### src/rtl/mem_arbiter.sv
// mem_arbiter: grants the shared external bus to one of DMA, PPU or CPU each cycle.
// DMA owns the bus for a whole transfer but lets CPU HRAM accesses through; the
// PPU is forced to yield one cycle to a waiting CPU after MAX_HOLD owned cycles.
module mem_arbiter #(
  parameter logic [15:0] HRAM_LO  = 16'hFF80,
  parameter logic [15:0] HRAM_HI  = 16'hFFFE,
  parameter int          MAX_HOLD = 8
) (
  input  logic        clock,
  input  logic        reset,
  input  logic        cpu_req,
  input  logic [15:0] cpu_addr,
  input  logic        dma_req,
  input  logic        ppu_req,
  output logic        cpu_gnt,
  output logic        cpu_stall,
  output logic        dma_gnt,
  output logic        ppu_gnt,
  output logic [1:0]  bus_owner,
  output logic [15:0] stall_count
);

  // State encoding doubles as the bus_owner value.
  typedef enum logic [1:0] {
    ST_IDLE = 2'd0,
    ST_CPU  = 2'd1,
    ST_DMA  = 2'd2,
    ST_PPU  = 2'd3
  } state_t;

  // Hold counter needs at least one bit even when MAX_HOLD is 1.
  localparam int             HW        = (MAX_HOLD > 1) ? $clog2(MAX_HOLD) : 1;
  localparam logic [HW-1:0]  HOLD_LAST = HW'(MAX_HOLD - 1);

  state_t        r_state;
  state_t        w_next_state;
  logic [HW-1:0] r_hold;
  logic [HW-1:0] w_hold_next;
  logic [15:0]   r_stall_count;
  logic          w_hram_hit;
  logic          w_fair_hit;
  logic          w_cpu_gnt;
  logic          w_cpu_stall;

  // Next-state priority (DMA > PPU fairness slot > PPU > CPU > idle) and hold counter update.
  always_comb begin
    w_hram_hit   = (cpu_addr >= HRAM_LO) && (cpu_addr <= HRAM_HI);
    w_fair_hit   = (r_state == ST_PPU) && cpu_req && (r_hold == HOLD_LAST);
    w_next_state = ST_IDLE;
    w_hold_next  = '0;

    if (dma_req) begin
      w_next_state = ST_DMA;
    end else if (w_fair_hit) begin
      w_next_state = ST_CPU;
    end else if (ppu_req) begin
      w_next_state = ST_PPU;
    end else if (cpu_req) begin
      w_next_state = ST_CPU;
    end else begin
      w_next_state = ST_IDLE;
    end

    // The counter only runs while the PPU keeps a requesting CPU waiting; it
    // restarts once the fairness slot comes due.
    if ((r_state == ST_PPU) && cpu_req && !w_fair_hit) begin
      w_hold_next = r_hold + HW'(1);
    end else begin
      w_hold_next = '0;
    end
  end

  // Grant and stall decode; stall is masked during reset so outputs drop at once.
  always_comb begin
    w_cpu_gnt   = (r_state == ST_CPU) ||
                  ((r_state == ST_DMA) && cpu_req && w_hram_hit);
    w_cpu_stall = cpu_req && !w_cpu_gnt && !reset;
  end

  // State register and hold counter, cleared asynchronously by reset.
  always_ff @(posedge clock or posedge reset) begin
    if (reset) begin
      r_state <= ST_IDLE;
      r_hold  <= '0;
    end else begin
      r_state <= w_next_state;
      r_hold  <= w_hold_next;
    end
  end

  // Saturating count of stalled CPU cycles.
  always_ff @(posedge clock or posedge reset) begin
    if (reset) begin
      r_stall_count <= 16'h0000;
    end else if (w_cpu_stall && (r_stall_count != 16'hFFFF)) begin
      r_stall_count <= r_stall_count + 16'h0001;
    end else begin
      r_stall_count <= r_stall_count;
    end
  end

  assign cpu_gnt     = w_cpu_gnt;
  assign cpu_stall   = w_cpu_stall;
  assign dma_gnt     = (r_state == ST_DMA);
  assign ppu_gnt     = (r_state == ST_PPU);
  assign bus_owner   = r_state;
  assign stall_count = r_stall_count;

endmodule

### config.mk
export PLATFORM = sky130hd
export DESIGN_NAME = mem_arbiter
export DESIGN_NICKNAME = d
export VERILOG_FILES = /design/src/rtl/mem_arbiter.sv
export SDC_FILE = /design/constraint.sdc
export NUM_CORES = 1
export LEC_CHECK = 0
export ABC_AREA = 1
export CAP_MARGIN = 20
export CORE_ASPECT_RATIO = 1.1
export CORE_MARGIN = 8
export CORE_UTILIZATION = 43
export CTS_CLUSTER_SIZE = 10
export DETAILED_ROUTE_END_ITERATION = 8
export GPL_ROUTABILITY_DRIVEN = 1
export PLACE_DENSITY = 0.88
export SETUP_SLACK_MARGIN = 0.3
export SLEW_MARGIN = 5
export SYNTH_ARGS = -nofsm -noshare
export SYNTH_HDL_FRONTEND = slang
export SYNTH_SLANG_ARGS = --single-unit
### constraint.sdc
create_clock -name clock -period 1.5 [get_ports clock]
set_input_delay 0.3 -clock clock [delete_from_list [all_inputs] [get_ports clock]]
set_output_delay 0.3 -clock clock [all_outputs]
set_load 0.05 [all_outputs]
Word-level counts from Yosys, hierarchy flattened
Cells that the tools add are included.

Register bits: 21.

$add $sub $neg: 2. $lt $le $gt $ge: 2. Equality and inequality tests: 5. Multiplexer cells: 5. Reduce and logical (&&, ||, !) cells: 13.

Operator list (count): $add 16x1->16 const B (1); $ge 16x16->1 const B (1); $le 16x16->1 const B (1); $ne 16x16->1 const B (1); $logic_and 1x1->1 (9); $mux 2 (3); $eq 2x2->1 const B (2); $add 3x1->3 const B (1); $eq 3x3->1 const B (1); $logic_not 1->1 (3); $mux 3 (1); $eq 2x1->1 const B (1); $logic_or 1x1->1 (1); $mux 1 (1).

Depth between registers and ports, before layout
Word-level depth: 8. Mapped depth: 9. Mapped depth without buffers: 9.

Least setup slack after synthesis
OpenSTA, ideal clock, no wires.

Kind: flip-flop to output port. Start: reg r_state[1] (netlist: bus_owner[1]). End: out cpu_stall. Data arrival time: 1829 ps. Setup slack: -629 ps. Cell stages (with the launch flop): 7. Buffers on the path: 1. Path through: dfrtp_1 nand2_1 nor2_1 nand3_1 o21bai_2 nor2_4 buf_4.

Word-level cells in the longest chain between the ends: 7. Elaborated cells between the ends (all ways): 8.

RTL lines: start, declared (RTL line 35) `state_t r_state;`; start signal, assigned (RTL line 86) `r_state <= w_next_state;`; $eq 2x2->1 (RTL line 76) `((r_state == ST_DMA) && cpu_req && w_hram_hit);`; $logic_and 1x1->1 (2 in a row) (RTL line 76); $logic_or 1x1->1 * (RTL line 75) `w_cpu_gnt = (r_state == ST_CPU) ||`; named net cpu_gnt (RTL line 15) `output logic cpu_gnt,`; $logic_not 1->1 * (RTL line 77) `w_cpu_stall = cpu_req && !w_cpu_gnt && !reset;`; $logic_and 1x1->1 * (2 in a row) (RTL line 77); end, declared (RTL line 16) `output logic cpu_stall,`.

Mark *: on every way through the listed nets, which the timed path passes. The rest lies on a longest branch.

Worst setup path after layout
Start: in cpu_addr[4]. End: out cpu_stall.

Word-level cells in the longest chain between the ends: 7. Elaborated cells between the ends (all ways): 8.

RTL lines: start, declared (RTL line 12) `input logic [15:0] cpu_addr,`; $ge 16x16->1 or $le 16x16->1 (tied branches) (RTL line 47) `w_hram_hit = (cpu_addr >= HRAM_LO) && (cpu_addr <= HRAM_HI);`; $logic_and 1x1->1 * (RTL line 47); $logic_and 1x1->1 * (RTL line 76); $logic_or 1x1->1 * (RTL line 75); $logic_not 1->1 * (RTL line 77); $logic_and 1x1->1 * (2 in a row) (RTL line 77).

Mark *: on every way between the ends. The rest lies on a longest branch, timed or not.

==> flow_summary.toml <==
[logic_synthesis]
yosysTopAreaCell = "dfrtp_1"
avgSynthCellArea_sq_um = 7.501
ys_types = 24
syn_nets = 219
synth-seq-cells = 21
yosysWarningCount = 0
synth-seq-area-share_pct = 35.93
netlist_instances = 195
synthTopCellsByArea = "dfrtp_1 (36%), nand2_1 (17%), nand3_2 (6.8%)"
synth_top_area_share_pct = 35.93
mappedNetlistArea_sq_mm = 0.001463

[cells_and_area]
areaGrowthSynthToFinish_pct = 94.87
drive_gt1_share_pct = 49.15
final_common_cell = "nand2_1"
antennaDiodeCount = 0
final_cell_mix = "nand2_1 (60), buf_4 (32), buf_12 (23), nand3_2 (19), buf_6 (19)"
final_nets = 318
final_util_pct = 86.29

[power_and_ir_drop]
p_per_area_mw_per_mm2 = 710.7
ir_worst_vdd_v = 0.0007691
p_leak_nw = 1.348

[timing]
max-slew-margin-rel_pct = 79.62
drv_slew = 0
timing.fmax_mhz = 525.5
holdWs_ns = 0.4145
tightest_slew_ns = 0.3045
rsz0062_at_grt = "yes"
period_share_pct = 126.9
setup_viol = 21
finalWorstSetupSlack_ns = -0.4029
hold_violations = 0
finalClockSkew_ns = 0.01865
period_minus_slack_ns = 1.903
fin_tns_setup_ns = -4.701

[floorplanning]
rows = 22
start_util_pct = 44.28
die_w_um = 71.61
core_sq_mm = 0.003303
die_y_um = 77.17
pin_count = 43
die_area_sq_mm = 0.005526

[detailed_routing]
drc = 0
firstDrtPassIters = 5
ant_nets = 0
first_iter_violations = 224
wirelength_um = 7243
wl_per_cell_um = 22.02
num_vias = 1947
via_per_inst = 5.918

[critical_path]
reg2reg_from = "bus_owner[0]$_DFF_PP0_"
cp.arrival_ns = 1.60
critPathLaunch = "cpu_addr[4]"
endpoint_kind = "primary output"
critical_path_peak_fanout = 2
critPathLaunchType = "input port"
critPathKind = "in2out"
reg2reg_depth = 11
crit_required_ns = 1.20

[clocking]
cts_htree_levels = 1
ctsRootBufferMaster = "clkbuf_4"
holdBufCountCts = 0
cts_buffers = 3
clkTransAtPathRegs_ns = 0.14
clock-sinks = 21
tritoncts = "done"
cts_max_path_buffers = 2
clk_latency_ns = 0.32

[global_routing]
use_met3_pct = 4.811
grt_usage_pct = 20.32
grt_first_pass_wirelength_um = 9011
use_met1_pct = 22.28
first_global_vias = 1845
overflow = 0
met2_usage_pct = 34.95
antenna_found_initial = 0
grt_max_degree = 22
busiest_layer = "met2"

[placed_design]
dpl.hpwl_um = 3156
io_buffers = 42
place_congestion = 0.8448

[run]
drv_cap = 0

[run_status]
outcome = "finished, violations left"
violations = "negative setup slack"

[worst_hold_path]
hold_class = "in2async"
[routing by layer]
layer  share of wire [%]  wire, um
met1                  37      2685
met2                  48      3488
met3                 9.4       684
met4                 5.3       385
met5                   0         0
[through the flow]
| step | cell area [sq um] | instances | worst slack (ns) | total power, mW |
|---|---|---|---|---|
| after global placement | 2321 | 290 | -0.3291 | 1.499 |
| after CTS | 2679 | 321 | -0.2898 | 1.910 |
| after global routing | 2850 | 329 | -0.4883 | 2.086 |
| after floorplan | 1519 | 195 | -0.3133 | 1.099 |
| after detailed placement | 2321 | 290 | -0.3916 | 1.523 |
| final | 2850 | 329 | -0.4029 | 2.026 |
[critical path, stage by stage]
cell and delay, ns:
clkdlybuf4s50_1 0.50, nand2_1 0.11, inv_1 0.06, nand2_1 0.09
nor2_2 0.15, o21bai_4 0.10, nor2_4 0.13, buf_12 0.15
[final timing paths]
kind	endpoint	slack, ns
min reg2reg	r_hold[0]$_DFF_PP0_	0.45
min in group clock	r_hold[0]$_DFF_PP0_	0.45
max in group asynchronous	stall_count[0]$_DFFE_PP0P_	0.82
min	stall_count[4]$_DFFE_PP0P_	0.41
max reg2reg	stall_count[5]$_DFFE_PP0P_	-0.24
max	cpu_stall	-0.40
[logic make-up (layout without fill, tap and decap cells)]
family,count (synthesis),count (layout),synth area share [%]
buf+inv,25,122,7.955
simple gates,133,134,45.94
compound gates,3,3,1.625
fa+ha+maj,3,3,2.567
xor+xnor,10,10,5.988
flops,21,21,35.93
[layout make-up]
cell class / count / area [sq um]
Timing Repair Buffer: 96 / 1156
Multi-Input combinational cell: 150 / 991.0
Clock buffer: 4 / 26.28
Tap cell: 36 / 45.04
Fill cell: 134 / 452.9
Inverter: 22 / 88.84
Sequential cell: 21 / 543.0
[sequential cells by signal, summed over array words and instances (netlist names)]
| register | cells |
|---|---|
| stall_count | 16 |
| r_hold | 3 |
| bus_owner | 2 |
[where the power goes]
group          total [mW]  leakage (nW)  internal [mW]  switching [mW]
combinational       0.999          1.07          0.500           0.499
clock               0.294        0.0150          0.104           0.190
sequential          0.733         0.262          0.627           0.106
total                2.03          1.35           1.23           0.794
[cells in the mapped netlist (all sizes together)]
master  number
dfrtp       21
inv         22
a21o         1
o21ai        1
nand4        8
o21bai       1
nand2       69
xor2         5
nor3         1
nand3b       1
buf          3
nand3       27
xnor2        5
nor2        27
ha           3
[repair_timing]
item | 4_1_cts | 5_1_grt
setup buffers | 24 | 8
endpoints found under the setup margin | 38 | 42
pin swaps | 4 | 6
cloned | 3 | 0
gates resized for setup | 34 | 30
(Power assumes the default switching activity.)
